<file path="src/rtl/trap_sequencer_pkg.sv">
// ============================================================================
// Module   : trap_sequencer_pkg
// Brief    : Shared types and defaults for the trap sequencer: FSM state
//            encoding, trap cause indices and vector table defaults.
// Revision : 1.0  initial release
// ============================================================================
`default_nettype none

package trap_sequencer_pkg;

    // Sequencer FSM states
    typedef enum logic [2:0] {
        ST_IDLE    = 3'd0,
        ST_SAVE    = 3'd1,
        ST_FETCH   = 3'd2,
        ST_LOAD    = 3'd3,
        ST_HANDLER = 3'd4,
        ST_HALT    = 3'd5
    } trap_state_e;

    // Trap cause indices (bit position in the encoder bitmap)
    typedef enum logic [2:0] {
        CAUSE_PROT    = 3'd0,
        CAUSE_PAGE    = 3'd1,
        CAUSE_UART    = 3'd2,
        CAUSE_DISK    = 3'd3,
        CAUSE_SYSCALL = 3'd4,
        CAUSE_TIMER   = 3'd5
    } trap_cause_e;

    // Vector table and bus defaults
    localparam int unsigned AW_DEFAULT         = 16;
    localparam logic [15:0] VEC_BASE_DEFAULT   = 16'hFF00;
    localparam int unsigned VEC_STRIDE_DEFAULT = 2;
    localparam int unsigned ACK_TMO_DEFAULT    = 15;

    // Causes 0 and 1 are synchronous faults; the rest are interrupts
    function automatic logic is_fault_cause(input logic [2:0] cause);
        return (cause == CAUSE_PROT) || (cause == CAUSE_PAGE);
    endfunction

endpackage

`default_nettype wire

</file>
<file path="src/rtl/trap_sequencer_cause_enc.sv">
// ============================================================================
// Module   : trap_cause_enc
// Brief    : Combinational lowest-set-bit encoder. Bit 0 of the pending
//            bitmap is the highest priority trap.
// Revision : 1.0  initial release
// ============================================================================
`default_nettype none

module trap_cause_enc (
    input  logic [7:0] trapnr_i,
    output logic [2:0] idx_o,
    output logic       valid_o
);

    // Scan from the top so the lowest set bit is the last one written
    always_comb begin
        idx_o   = 3'd0;
        valid_o = 1'b0;
        for (int i = 7; i >= 0; i--) begin
            if (trapnr_i[i]) begin
                idx_o   = 3'(i);
                valid_o = 1'b1;
            end
        end
    end

endmodule

`default_nettype wire

</file>
<file path="src/rtl/trap_sequencer.sv">
// ============================================================================
// Module   : trap_sequencer
// Brief    : Trap entry/exit sequencer. Latches the trap cause, acks the
//            encoder, saves EPC, masks IE, fetches the handler vector over
//            the memory bus and redirects the PC. Returns on reti.
//            Optional feature macro: TRAP_DBL_FAULT_EN -- a fault raised
//            while servicing a fault halts the core (double fault).
// Revision : 1.0  initial release
// ============================================================================
`default_nettype none

module trap_sequencer
    import trap_sequencer_pkg::*;
#(
    parameter int unsigned       AW         = AW_DEFAULT,
    parameter logic [AW-1:0]     VEC_BASE   = AW'(VEC_BASE_DEFAULT),
    parameter int unsigned       VEC_STRIDE = VEC_STRIDE_DEFAULT,
    parameter int unsigned       ACK_TMO    = ACK_TMO_DEFAULT
) (
    input  logic          clk,
    input  logic          reset,
    input  logic [7:0]    trapnr,
    input  logic          irq,
    input  logic          fault,
    input  logic          irq_en,
    input  logic          instr_done,
    input  logic [AW-1:0] cur_pc,
    input  logic          reti,
    input  logic [AW-1:0] vec_rdata,
    input  logic          vec_ack,
    output logic          deassert,
    output logic [2:0]    cause,
    output logic          epc_we,
    output logic [AW-1:0] epc_out,
    output logic          ie_clear,
    output logic          ie_restore,
    output logic          stall,
    output logic          vec_req,
    output logic [AW-1:0] vec_addr,
    output logic          pc_load,
    output logic [AW-1:0] pc_next,
    output logic          in_trap,
    output logic          halted
);

    // Timeout counter counts completed request cycles 0..ACK_TMO-1
    localparam int unsigned TW       = (ACK_TMO > 1) ? $clog2(ACK_TMO) : 1;
    localparam logic [TW-1:0] TMO_LAST = TW'(ACK_TMO - 1);

    trap_state_e   state_q,    state_d;
    logic [2:0]    cause_q,    cause_d;
    logic [AW-1:0] vec_addr_q, vec_addr_d;
    logic [AW-1:0] pc_next_q,  pc_next_d;
    logic [TW-1:0] tmo_q,      tmo_d;

    logic [2:0]    enc_idx;
    logic          enc_valid;
    logic [2:0]    save_idx;

    trap_cause_enc u_cause_enc (
        .trapnr_i (trapnr),
        .idx_o    (enc_idx),
        .valid_o  (enc_valid)
    );

    // An empty bitmap in SAVE keeps the previous cause rather than inventing 0
    assign save_idx = enc_valid ? enc_idx : cause_q;

    // State and datapath registers, synchronous reset clears everything
    always_ff @(posedge clk) begin
        if (reset) begin
            state_q    <= ST_IDLE;
            cause_q    <= 3'd0;
            vec_addr_q <= '0;
            pc_next_q  <= '0;
            tmo_q      <= '0;
        end else begin
            state_q    <= state_d;
            cause_q    <= cause_d;
            vec_addr_q <= vec_addr_d;
            pc_next_q  <= pc_next_d;
            tmo_q      <= tmo_d;
        end
    end

    // Next-state and per-state output decode
    always_comb begin
        state_d    = state_q;
        cause_d    = cause_q;
        vec_addr_d = vec_addr_q;
        pc_next_d  = pc_next_q;
        tmo_d      = tmo_q;
        deassert   = 1'b0;
        epc_we     = 1'b0;
        epc_out    = '0;
        ie_clear   = 1'b0;
        ie_restore = 1'b0;
        stall      = 1'b0;
        vec_req    = 1'b0;
        pc_load    = 1'b0;
        in_trap    = 1'b0;
        halted     = 1'b0;

        case (state_q)
            ST_IDLE: begin
                // Faults abort the current instruction; irqs wait for a boundary
                if (fault) begin
                    state_d = ST_SAVE;
                end else if (irq && irq_en && instr_done) begin
                    state_d = ST_SAVE;
                end
            end

            ST_SAVE: begin
                stall      = 1'b1;
                deassert   = 1'b1;
                epc_we     = 1'b1;
                epc_out    = cur_pc;
                ie_clear   = 1'b1;
                cause_d    = save_idx;
                vec_addr_d = VEC_BASE + AW'(VEC_STRIDE * 32'(save_idx));
                tmo_d      = '0;
                state_d    = ST_FETCH;
            end

            ST_FETCH: begin
                stall   = 1'b1;
                vec_req = 1'b1;
                if (vec_ack) begin
                    pc_next_d = vec_rdata;
                    state_d   = ST_LOAD;
                end else if (tmo_q == TMO_LAST) begin
                    state_d = ST_HALT;
                end else begin
                    tmo_d = tmo_q + 1'b1;
                end
            end

            ST_LOAD: begin
                stall   = 1'b1;
                pc_load = 1'b1;
                state_d = ST_HANDLER;
            end

            ST_HANDLER: begin
                // irq is ignored here: IE was cleared on entry
                in_trap = 1'b1;
                if (fault) begin
`ifdef TRAP_DBL_FAULT_EN
                    if (is_fault_cause(cause_q)) begin
                        state_d = ST_HALT;
                    end else begin
                        state_d = ST_SAVE;
                    end
`else
                    state_d = ST_SAVE;
`endif
                end else if (reti) begin
                    ie_restore = 1'b1;
                    state_d    = ST_IDLE;
                end
            end

            ST_HALT: begin
                stall  = 1'b1;
                halted = 1'b1;
            end

            default: begin
                state_d = ST_IDLE;
            end
        endcase
    end

    assign cause    = cause_q;
    assign vec_addr = vec_addr_q;
    assign pc_next  = pc_next_q;

endmodule

`default_nettype wire
</file>
<file path="config.mk">
export PLATFORM = sky130hd
export DESIGN_NAME = trap_sequencer
export DESIGN_NICKNAME = d
export VERILOG_FILES = /design/src/rtl/trap_sequencer_pkg.sv /design/src/rtl/trap_sequencer_cause_enc.sv /design/src/rtl/trap_sequencer.sv
export SDC_FILE = /design/constraint.sdc
export NUM_CORES = 1
export LEC_CHECK = 0
export CAP_MARGIN = 20
export CORE_ASPECT_RATIO = 0.8
export CORE_MARGIN = 3
export CORE_UTILIZATION = 36
export DETAILED_ROUTE_END_ITERATION = 8
export HOLD_SLACK_MARGIN = 0.06
export PLACE_DENSITY = 0.87
export SETUP_SLACK_MARGIN = 0.2
export SLEW_MARGIN = 40
export SYNTH_ARGS = -nofsm -noshare
export SYNTH_HDL_FRONTEND = slang
export SYNTH_SLANG_ARGS = --single-unit
</file>
<file path="constraint.sdc">
create_clock -name clk -period 2.2 [get_ports clk]
set_input_delay 0.22 -clock clk [delete_from_list [all_inputs] [get_ports clk]]
set_output_delay 0.22 -clock clk [all_outputs]
set_load 0.005 [all_outputs]
</file>
==> results_dict.tcl <==
set metrics [dict create \
    io_pins 108 \
    rsz0062_at_grt "yes" \
    portBuffers 102 \
    synth_compound_gate_area_share_pct 14.61 \
    synth_edf_count 0 \
    ys_ff_latch 27 \
    max_freq_mhz 500.4 \
    cpPeakStageDelay_ps 500 \
    synth.avg_cell_area_sq_um 7.906 \
    fin_crit_sh_pct 90.84 \
    num_vias 1528 \
    synth_top_family_by_area "simple AND/OR/NAND/NOR gates" \
    syn-instance-count 182 \
    netlist_area_sq_mm 0.001439 \
    grt_pass1_wl_mm 6.582 \
    synthTopCellsByArea "dfxtp_1 (38%), buf_4 (9.9%), nand2_1 (9.1%)" \
    min_path_type "register to register" \
    crit_chain "nor3b_4 > buf_6 > clkbuf_16 > and2_1 > clkdlybuf4s50_1" \
    async_flop_share_pct 0 \
    antenna_found_initial 0 \
    grt_max_degree 27 \
    finalHoldViolCount 0 \
    rows 19 \
    hold_depth 2 \
    path_max_fanout 9 \
    worstSkewPairLatency_ps 260 \
    cp-start-kind "register" \
    p_total_mw 1.502 \
    synthSimpleGateAreaFrac_pct 29.30 \
    crit_buf_inv 3 \
    drt-initial-drc-count 66 \
    overflow 0 \
    fp.dieW_um 76.69 \
    first_global_vias 1337 \
    synth_top_area_share_pct 37.57 \
    holdBufCountCts 0 \
    arrival_ps 1780 \
    root_buffer "clkbuf_8" \
    endpoint_kind "output pin" \
    yosysUniqueCellTypes 33 \
    routedWlPerCell_um 13.85 \
    clockBufferDepth 2 \
    drt-total-wl_mm 4.572 \
    drc 0 \
    clock-sinks 27 \
    fin_setup_tns_ps 0 \
    clkTransAtPathRegs_ps 90 \
    slew_headroom_pct 62.53 \
    muxShareOfSynthArea_pct 2.174 \
    cp_top_family "buffers and inverters" \
    n_antenna_cell 0 \
    synthXorXnorAreaFrac_pct 0.6087 \
    synth_warnings 0 \
    place_congestion 0.7989 \
    design.core.area_sq_mm 0.003637 \
    finClkSkew_ps 1.466 \
    fp.dieH_um 62.55 \
    firstDrtPassIters 5 \
    initial_core_util_pct 39.56 \
    reg2reg_depth 6 \
    critPathKind "register to output pin" \
    track_usage_pct 16.08 \
    synth_ff_type "dfxtp_1" \
    postLayoutCoreUtil_pct 71.55 \
    vdd_drop_max_uv 476.4 \
    cp_slowest_cell "clkdlybuf4s50_1" \
    yosys.area.top_type "dfxtp_1" \
    worst_pin_slew_ps 560.7 \
    setup-violations-final 0 \
    h-tree-depth 1 \
    finalCriticalPeriod_ps 1998 \
    final_layout_size_suffix_gt1_share_pct 8.633 \
    die_area_sq_mm 0.004796 \
    status "finished, final reports clean" \
    cap_violations 0 \
    hpwlAfterDp_mm 3.162 \
    power-per-cell-area_mw_per_mm2 577.1 \
    cp.depth 5 \
    ys_seq_area_share_pct 37.57 \
    cts_made_buffers 3 \
    synthAdderAreaFrac_pct 1.739 \
    power.leakage_nw 1.156 \
    vias_per_cell 4.630 \
    tritoncts "yes" \
    postRouteAntennaNets 0 \
    maxSlewViolCount 0 \
    nNetsFinal 329 \
    critPathRequiredTime_ps 1980 \
    synthToLayoutAreaGrowth_pct 80.87 \
]
[logic make-up after synthesis]
logic type | after synthesis
mux | 3
compound gates | 35
fa+ha+maj | 2
buf+inv | 31
other cells | 1
xor+xnor | 1
simple gates | 82
flops | 27
[cell usage after synthesis (2+ instances only)]
library cell and number:
a21oi_1 22, a31oi_1 2, and2_1 18, and3_1 2
buf_2 2, buf_4 19, clkbuf_1 5, dfxtp_1 27
ha_1 2, inv_1 4, mux2i_1 2, nand2_1 35
nand2b_1 2, nand3_1 2, nor2_1 13, nor2b_1 2
nor3_1 2, nor3b_4 2, o21ai_0 3, o22a_1 2
or4_1 2
[final timing paths]
check                           from                       to  slack, ps
max          state_q[2]$_SDFFE_PP0P_               epc_out[5]        200
min          pc_next[1]$_SDFFE_PP0P_  pc_next[1]$_SDFFE_PP0P_        460
max reg2reg    tmo_q[0]$_SDFFE_PP0P_    tmo_q[1]$_SDFFE_PP0P_        420
min reg2reg  pc_next[1]$_SDFFE_PP0P_  pc_next[1]$_SDFFE_PP0P_        460
[state kept, by name, summed over array words and instances (netlist names)]
name	flops
tmo_q	4
cause	2
state_q	3
vec_addr	2
pc_next	16
[worst register-to-register path, cell delays in order (launching register included)]
cell and delay [ps]:
dfxtp_1 410, inv_1 70, ha_1 220, a31oi_1 300
and2_1 290, mux2_2 350, nor2_1 80
[routing by layer]
metal | share of wire, % | global-route usage [%] | vias to the layer above
met5 | 0 | 0 | -
met1 | 43 | 19.32 | 700
met4 | 0.13 | 0.6787 | 0
met3 | 6.3 | 5.764 | 2
li1 | - | - | 771
met2 | 51 | 28.80 | 55
[final cells by class]
| class | instances | area (sq um) |
|---|---|---|
| timing repair buffer | 115 | 1205 |
| fill | 292 | 1035 |
| multi-input combinational | 128 | 721.9 |
| sequential | 27 | 549.3 |
| tap | 52 | 65.06 |
| clock buffer | 3 | 41.29 |
| inverter | 4 | 15.01 |
| clock inverter | 1 | 5.005 |
[placed cells by master (no fill, tap or decap), drive strengths merged]
cell type	n
clkdlybuf4s50	90
nand2	35
dfxtp	27
a21oi	22
and2	18
nor2	13
dlymetal6s2s	13
buf	10
conb	5
clkbuf	5
inv	4
o21ai	4
nor3b	2
nand2b	2
and3	2
mux2i	2
or4	2
a31oi	2
nand3	2
nor3	2
o22a	2
nor2b	2
ha	2
nor4b	1
a211oi	1
xor2	1
mux2	1
a2111oi	1
a2111o	1
a211o	1
and4b	1
a221o	1
clkinv	1
[stage by stage]
step           hold slack, ps  instances  cell area, sq um  setup slack [ps]
2_1_floorplan           356.0        186              1454             706.5
3_3_place_gp            441.1        316              2380             343.2
3_5_place_dp            445.7        316              2380             305.5
4_1_cts                 458.1        320              2435             204.0
5_1_grt                 483.3        330              2603             146.7
6_report                456.6        330              2603             201.6
[what timing repair did]
| action | in CTS | in global routing |
|---|---|---|
| setup buffers | 0 | 8 |
| pin swaps | 0 | 0 |
| gates cloned | 0 | 2 |
| gates resized for setup | 4 | 18 |
| setup endpoints to repair | 20 | 18 |
[report_power, final]
part	total (mW)	internal (mW)	switching, mW
logic	0.664	0.432	0.232
clock network	0.269	0.126	0.143
registers	0.569	0.527	0.0413
total	1.50	1.09	0.416
Power figures use the tool's default switching activity.
